===== config.mk =====
export PLATFORM = sky130hd
export DESIGN_NAME = mux_n1_rr
export DESIGN_NICKNAME = d
export VERILOG_FILES = /design/src/rtl/mux_pkg.sv /design/src/rtl/rr_arbiter.sv /design/src/rtl/mux_n1_rr.sv
export SDC_FILE = /design/constraint.sdc
export NUM_CORES = 1
export LEC_CHECK = 0
export BUFFER_PORTS_ARGS = -buffer_cell sky130_fd_sc_hd__buf_2
export CORE_MARGIN = 3
export CORE_UTILIZATION = 44
export DETAILED_ROUTE_END_ITERATION = 8
export HOLD_SLACK_MARGIN = 0.12
export PLACE_DENSITY = 0.74
export SYNTH_ARGS = -nofsm -noshare
export SYNTH_HDL_FRONTEND = slang
export SYNTH_SLANG_ARGS = --single-unit

===== constraint.sdc =====
create_clock -name clk -period 1.9 [get_ports clk]
set_input_delay 0.38 -clock clk [delete_from_list [all_inputs] [get_ports clk]]
set_output_delay 0.38 -clock clk [all_outputs]
set_load 0.01 [all_outputs]

===== src/rtl/mux_pkg.sv =====
// mux_n1_rr shared definitions.
// Mode encodings and cyclic index helper.
package mux_pkg;

  localparam logic MODE_FIXED = 1'b0;
  localparam logic MODE_RR    = 1'b1;

  function automatic int unsigned next_idx(
    input int unsigned idx,
    input int unsigned n
  );
    return (idx == n - 1) ? 0 : idx + 1;
  endfunction

endpackage


===== src/rtl/rr_arbiter.sv =====
// Cyclic-priority arbiter for mux_n1_rr.
// Picks the first request at or after ptr.
module rr_arbiter #(
  parameter int N    = 4,
  parameter int SELW = $clog2(N)
) (
  input  logic [N-1:0]    req,
  input  logic [SELW-1:0] ptr,
  output logic            grant_valid,
  output logic [SELW-1:0] grant_idx
);

  int c;

  // Walk offsets high to low so the smallest offset from ptr wins.
  always_comb begin
    grant_valid = 1'b0;
    grant_idx   = '0;
    c           = 0;
    for (int k = N - 1; k >= 0; k--) begin
      c = 32'(ptr) + k;
      if (c >= N) c = c - N;
      if (req[c]) begin
        grant_valid = 1'b1;
        grant_idx   = SELW'(c);
      end
    end
  end

endmodule


===== src/rtl/mux_n1_rr.sv =====
// N:1 mux with registered output stage.
// Fixed-select or round-robin channel choice.
module mux_n1_rr
  import mux_pkg::*;
#(
  parameter int N    = 4,
  parameter int W    = 1,
  parameter int SELW = $clog2(N)
) (
  input  logic            clk,
  input  logic            rst,
  input  logic [N*W-1:0]  i,
  input  logic [N-1:0]    i_valid,
  output logic [N-1:0]    i_ready,
  input  logic            mode,
  input  logic [SELW-1:0] s,
  output logic [W-1:0]    y,
  output logic            y_valid,
  input  logic            y_ready,
  output logic [SELW-1:0] y_sel
);

  logic [W-1:0]    y_q;
  logic            y_valid_q;
  logic [SELW-1:0] y_sel_q;
  logic [SELW-1:0] ptr_q;

  logic            load_en;
  logic            rr_valid;
  logic [SELW-1:0] rr_idx;
  logic            fix_valid;
  logic            gnt_valid;
  logic [SELW-1:0] gnt_idx;
  logic [W-1:0]    gnt_data;

  assign load_en = !y_valid_q || y_ready;

  rr_arbiter #(
    .N    (N),
    .SELW (SELW)
  ) u_arb (
    .req         (i_valid),
    .ptr         (ptr_q),
    .grant_valid (rr_valid),
    .grant_idx   (rr_idx)
  );

  // Fixed candidate is s, but only when it names a real channel.
  always_comb begin
    fix_valid = 1'b0;
    if (32'(s) < N) fix_valid = i_valid[s];
  end

  // Choose grant source by mode and fetch the granted word.
  always_comb begin
    if (mode == MODE_RR) begin
      gnt_valid = rr_valid;
      gnt_idx   = rr_idx;
    end else begin
      gnt_valid = fix_valid;
      gnt_idx   = s;
    end
    gnt_data = i[32'(gnt_idx)*W +: W];
  end

  // One-hot ready to the granted channel; silent during reset.
  always_comb begin
    i_ready = '0;
    if (!rst && load_en && gnt_valid) i_ready[gnt_idx] = 1'b1;
  end

  // Output register and round-robin pointer.
  always_ff @(posedge clk) begin
    if (rst) begin
      y_q       <= '0;
      y_valid_q <= 1'b0;
      y_sel_q   <= '0;
      ptr_q     <= '0;
    end else if (load_en) begin
      if (gnt_valid) begin
        y_q       <= gnt_data;
        y_sel_q   <= gnt_idx;
        y_valid_q <= 1'b1;
        if (mode == MODE_RR)
          ptr_q <= SELW'(next_idx(32'(gnt_idx), N));
      end else begin
        y_valid_q <= 1'b0;
      end
    end
  end

  assign y       = y_q;
  assign y_valid = y_valid_q;
  assign y_sel   = y_sel_q;

endmodule

After elaboration in Yosys (flattened, before gate mapping)

Cells that the tools add are included.

Add/subtract/negate cells: 8
Magnitude comparators: 11
Eq/ne operators: 1
Shifts and indexed selects: 1
Multiplexer cells: 33
Reduce and logical (&&, ||, !) cells: 8

Operator list:

| operator                | count |
|---|---|
| $lt A32 B4 Y1 const B   | 4 |
| $mux W32                | 4 |
| $ge A32 B4 Y1 const B   | 3 |
| $sub A32 B4 Y32 const B | 3 |
| $mux W1                 | 16 |
| $mux W2                 | 6 |
| $bmux W1 S2             | 5 |
| $add A2 B2 Y3 const B   | 2 |
| $lt A2 B3 Y1 const B    | 2 |
| $mux W4                 | 1 |
| $shiftx A4 B3 Y1        | 1 |
| $sub A2 B3 Y4 const B   | 1 |
| $add A2 B1 Y3 const B   | 1 |
| $ge A2 B3 Y1 const B    | 1 |
| $logic_and A1 B1 Y1     | 3 |
| $reduce_and A3 Y1       | 1 |
| $add A2 B1 Y2 const B   | 1 |
| $demux W1 S2            | 1 |
| $eq A2 B2 Y1 const B    | 1 |
| $ge A2 B1 Y1 const B    | 1 |
| $logic_not A1 Y1        | 2 |
| $reduce_and A2 Y1       | 1 |
| $logic_or A1 B1 Y1      | 1 |

Flip-flop bits (word level): 6
Input port bits: 14
Output and inout bits: 8
Logic and storage cells: 66

Logic depth before layout (Yosys ltp)

Depth after elaboration: 16
Mapped depth: 9
Mapped depth without buffers: 8

Hierarchy

From an unflattened synthesis, not the netlist that was laid out.

Cell total of the unflattened synthesis: 56
Area, all modules: 480.5 µm²

By module, submodules not included:

| module     | times used | cells an instance | area each (µm²) |
|---|---|---|---|
| mux_n1_rr  | 1          | 43                | 402.9 |
| rr_arbiter | 1          | 13                | 77.6 |

Worst setup path after synthesis

Ideal clock, no wire load.

Path kind: input-to-output
Start: input port i_valid[1]
End: output port i_ready[0]
Data arrival time: 1531 ps
Slack: -11 ps
Cell stages on the path: 6
Buffers on the path: 1
Cell sequence: buf_6 > o21bai_2 > a311oi_4 > inv_1 > ha_1 > and2_1

Longest elaborated chain between the ends: 13

RTL lines:

| what                                                               | RTL line         | source |
|---|---|---|
| start, declared                                                    | mux_n1_rr.sv:13  | `input logic [N-1:0] i_valid,` |
| $bmux W1 S2                                                        | rr_arbiter.sv:23 | `if (req[c]) begin` |
| $mux W1 (not written as such) (2 in series)                        | rr_arbiter.sv:23 |  |
| $mux W2 (3 in series)                                              | rr_arbiter.sv:23 |  |
| $mux W2 *                                                          | rr_arbiter.sv:23 |  |
| $mux W2 *                                                          | mux_n1_rr.sv:56  | `if (mode == MODE_RR) begin` |
| via gnt_idx[1]                                                     | mux_n1_rr.sv:33  | `logic [SELW-1:0] gnt_idx;` |
| $lt A2 B3 Y1 (not written as such) or $ge A2 B1 Y1 (tied branches) | mux_n1_rr.sv:69  | `if (!rst && load_en && gnt_valid) i_ready[gnt_idx] = 1'b1;` |
| $logic_and A1 B1 Y1 (not written as such)                          | mux_n1_rr.sv:69  |  |
| $mux W1 (not written as such)                                      | mux_n1_rr.sv:69  |  |
| $demux W1 S2 *                                                     | mux_n1_rr.sv:69  |  |
| $mux W4 *                                                          | mux_n1_rr.sv:69  |  |
| end, declared                                                      | mux_n1_rr.sv:14  | `output logic [N-1:0] i_ready,` |

Mark *: on every way through the listed nets, which the timed path passes. The rest lies on a longest branch. The select of a mux whose other input is x is not followed.

Worst setup path after layout

Start: input port i_valid[2]
End: output port i_ready[3]

Same word-level chain as after synthesis.

==> results.toml <==
[yosys]
yosysSeqAreaShare = 0.177
synth_cell_types = 35
yosys_warnings = 0
ys.flop_type = "dfxtp_1"
synth_nets = 95
synth_edf_count = 0
syn_area_um2 = 677
synth_seq_cells = 6
synth_async_sr_flop_share = 0
syn_inst = 77
avgSynthCellArea_um2 = 8.79

[die]
io_pins = 22
die_y_um = 45.2
core_um2 = 1370
die-area_um2 = 2040
rows = 13
start_util = 0.495
dieWidth_um = 45.2

[finish]
area_growth_pct = 51.9
antenna_cells = 0
drive_gt1_frac = 0.615
fin_nets = 137

[clock_tree]
cts-root-buf = "clkbuf_4"
htreeDepth = 1
cts.sinks = 6
cts_buffers = 3
clockBufferDepth = 2
cts-hold-fix-buffers = 0
cts_tree = "yes"
worstSkewPairLatency_ns = 0.25
clk_pin_slew_ns = 0.04

[drt]
via_per_inst = 5.39
dr.pass1.iters = 4
ant_nets = 0
routed_wirelength_um = 1830
wl_per_cell_um = 13.9
via_count = 711
drt_first_iter_violations = 16
drc = 0

[critical_path]
critPathKind = "input pin to primary output"
reg2regPathDepth = 7
r2r_setup_slack_ns = 0.23
cp-end-kind = "primary output"
cp.arrival_ns = 1.74
cp_max_fo = 9
reg2reg_to = "y$_SDFFE_PP0P_"
startpoint_type = "input pin"
required_ns = 1.52
r2r-start = "ptr_q[1]$_SDFFE_PP0P_"

[place]
dp_hpwl_um = 1350
place.gp.congestion = 0.857
portBuffers = 21
pre_cts_slack_ns = -0.238

[worst_hold_path]
worst_hold_path.endpoint = "ptr_q[1]$_SDFFE_PP0P_"
worstHoldPathCells = 2
hold_path.startpoint = "rst"
hold_class = "input pin to flop"

[sta]
skew_ns = 0.00684
fin_ws_ns = -0.222
final-hold-violation-count = 0
setup_viol = 4
layout_min_cycle_time_ns = 2.12
maxSlewHeadroom = 0.766
timing.fmax_mhz = 471
rsz0062_at_grt = "yes"
tightest_slew_ns = 0.349
maxSlewViolCount = 0
post-route-period-util = 1.12

[global_routing]
antenna_found_initial = 0
track_usage = 0.192
grt_max_degree = 10
first_global_vias = 657
grt_overflow = 0
grt_pass1_wl_um = 2840

[power]
p_total_uw = 535
power_density_nw_per_um2 = 520
leakage_nw = 0.453
vdd_drop_max_v = 0.000559

[run_status]
violations = "setup timing"
status = "finished with violations"

[flow_run]
drv_cap = 0
[kinds of logic after synthesis]
kind of cell               Yosys count  synth area share
AOI/OAI and AO/OA                   20             0.272
muxes                                5             0.113
DFF                                  6             0.177
and+or+nand+nor                     34             0.281
adders and majority gates            4            0.0739
buffers and inverters                8            0.0832
[power by group]
group | internal (mW) | switching [mW]
Clock | 0.0714 | 0.0460
Sequential | 0.141 | 0.0114
Combinational | 0.139 | 0.126
Total | 0.352 | 0.183
[worst max-delay path by stage]
stage	endpoint	cells past startpoint	start
finish	i_ready[3]	9	i_valid[2]
global route	i_ready[3]	8	ptr_q[1]$_SDFFE_PP0P_
CTS	i_ready[3]	8	ptr_q[1]$_SDFFE_PP0P_
detailed placement	i_ready[1]	9	i_valid[2]
global placement	i_ready[1]	9	i_valid[2]
floorplan	i_ready[1]	8	i_valid[3]
[sequential cells by signal, indices dropped and copies added, names as in the netlist]
signal and count:
ptr_q 2, y_sel 2, y 1, y_valid 1
[repair_timing]
item,4_1_cts,5_1_grt
pin swaps,6,4
buffers inserted,0,2
gates resized for setup,10,12
setup endpoints to repair,4,4
hold endpoints to repair,0,0
[final cells by class]
cell class              instances  area, um^2
fillers                       114         338
inverters                       4        15.0
repair buffers                 41         274
flip-flops and latches          6         125
well taps                      15        18.8
multi-input cells              63         573
clock buffers                   3        22.5
[layout by cell type (no fill, tap or decap), drive strengths merged, types with 3 or more instances in the layout]
cell type	n
buf	41
ha	4
inv	4
nand3	3
nor2	5
dfxtp	6
a21oi	6
clkbuf	3
nor2b	5
nand2b	4
and2	5
nand2	6
[cells in the mapped netlist (2+ instances only)]
| master | instances | area [um^2] |
|---|---|---|
| dfxtp_1 | 6 | 120 |
| a31oi_1 | 2 | 12.5 |
| mux4_2 | 2 | 45.0 |
| ha_1 | 4 | 50.1 |
| nand2_1 | 6 | 22.5 |
| nand2b_1 | 4 | 25.0 |
| and2_1 | 4 | 25.0 |
| a21oi_1 | 6 | 30.0 |
| nor2_1 | 4 | 15.0 |
| inv_1 | 4 | 15.0 |
| buf_6 | 3 | 33.8 |
| o22ai_2 | 2 | 25.0 |
| mux2i_1 | 2 | 20.0 |
| nand3_1 | 3 | 15.0 |
| nor2b_1 | 5 | 31.3 |
[per-stage QoR]
stage               hold slack, ns  cell area (um^2)   util  TNS, ns  instances
finish                       0.405              1030  0.753   -0.791        132
floorplan                    0.449               677      -        0         77
detailed placement           0.448               895  0.655   -0.701        127
global route                 0.411              1030  0.753    -1.10        132
CTS                          0.384               948  0.694   -0.634        130
global placement             0.441               895  0.655   -0.492        127
[critical path, stage by stage]
cell and delay (ns):
buf_2 0.18, and3b_1 0.21, a211oi_2 0.25, o221ai_2 0.15, nand2_2 0.11, inv_2 0.07
ha_4 0.15, and2_4 0.13, buf_6 0.11
[layer usage]
layer	GRT usage	up-vias	wire length [um]
met5	0	-	0
met4	0.0526	0	14
met3	0.0717	2	101
met2	0.305	26	972
met1	0.243	324	744
li1	-	359	-
(Power assumes the default switching activity.)
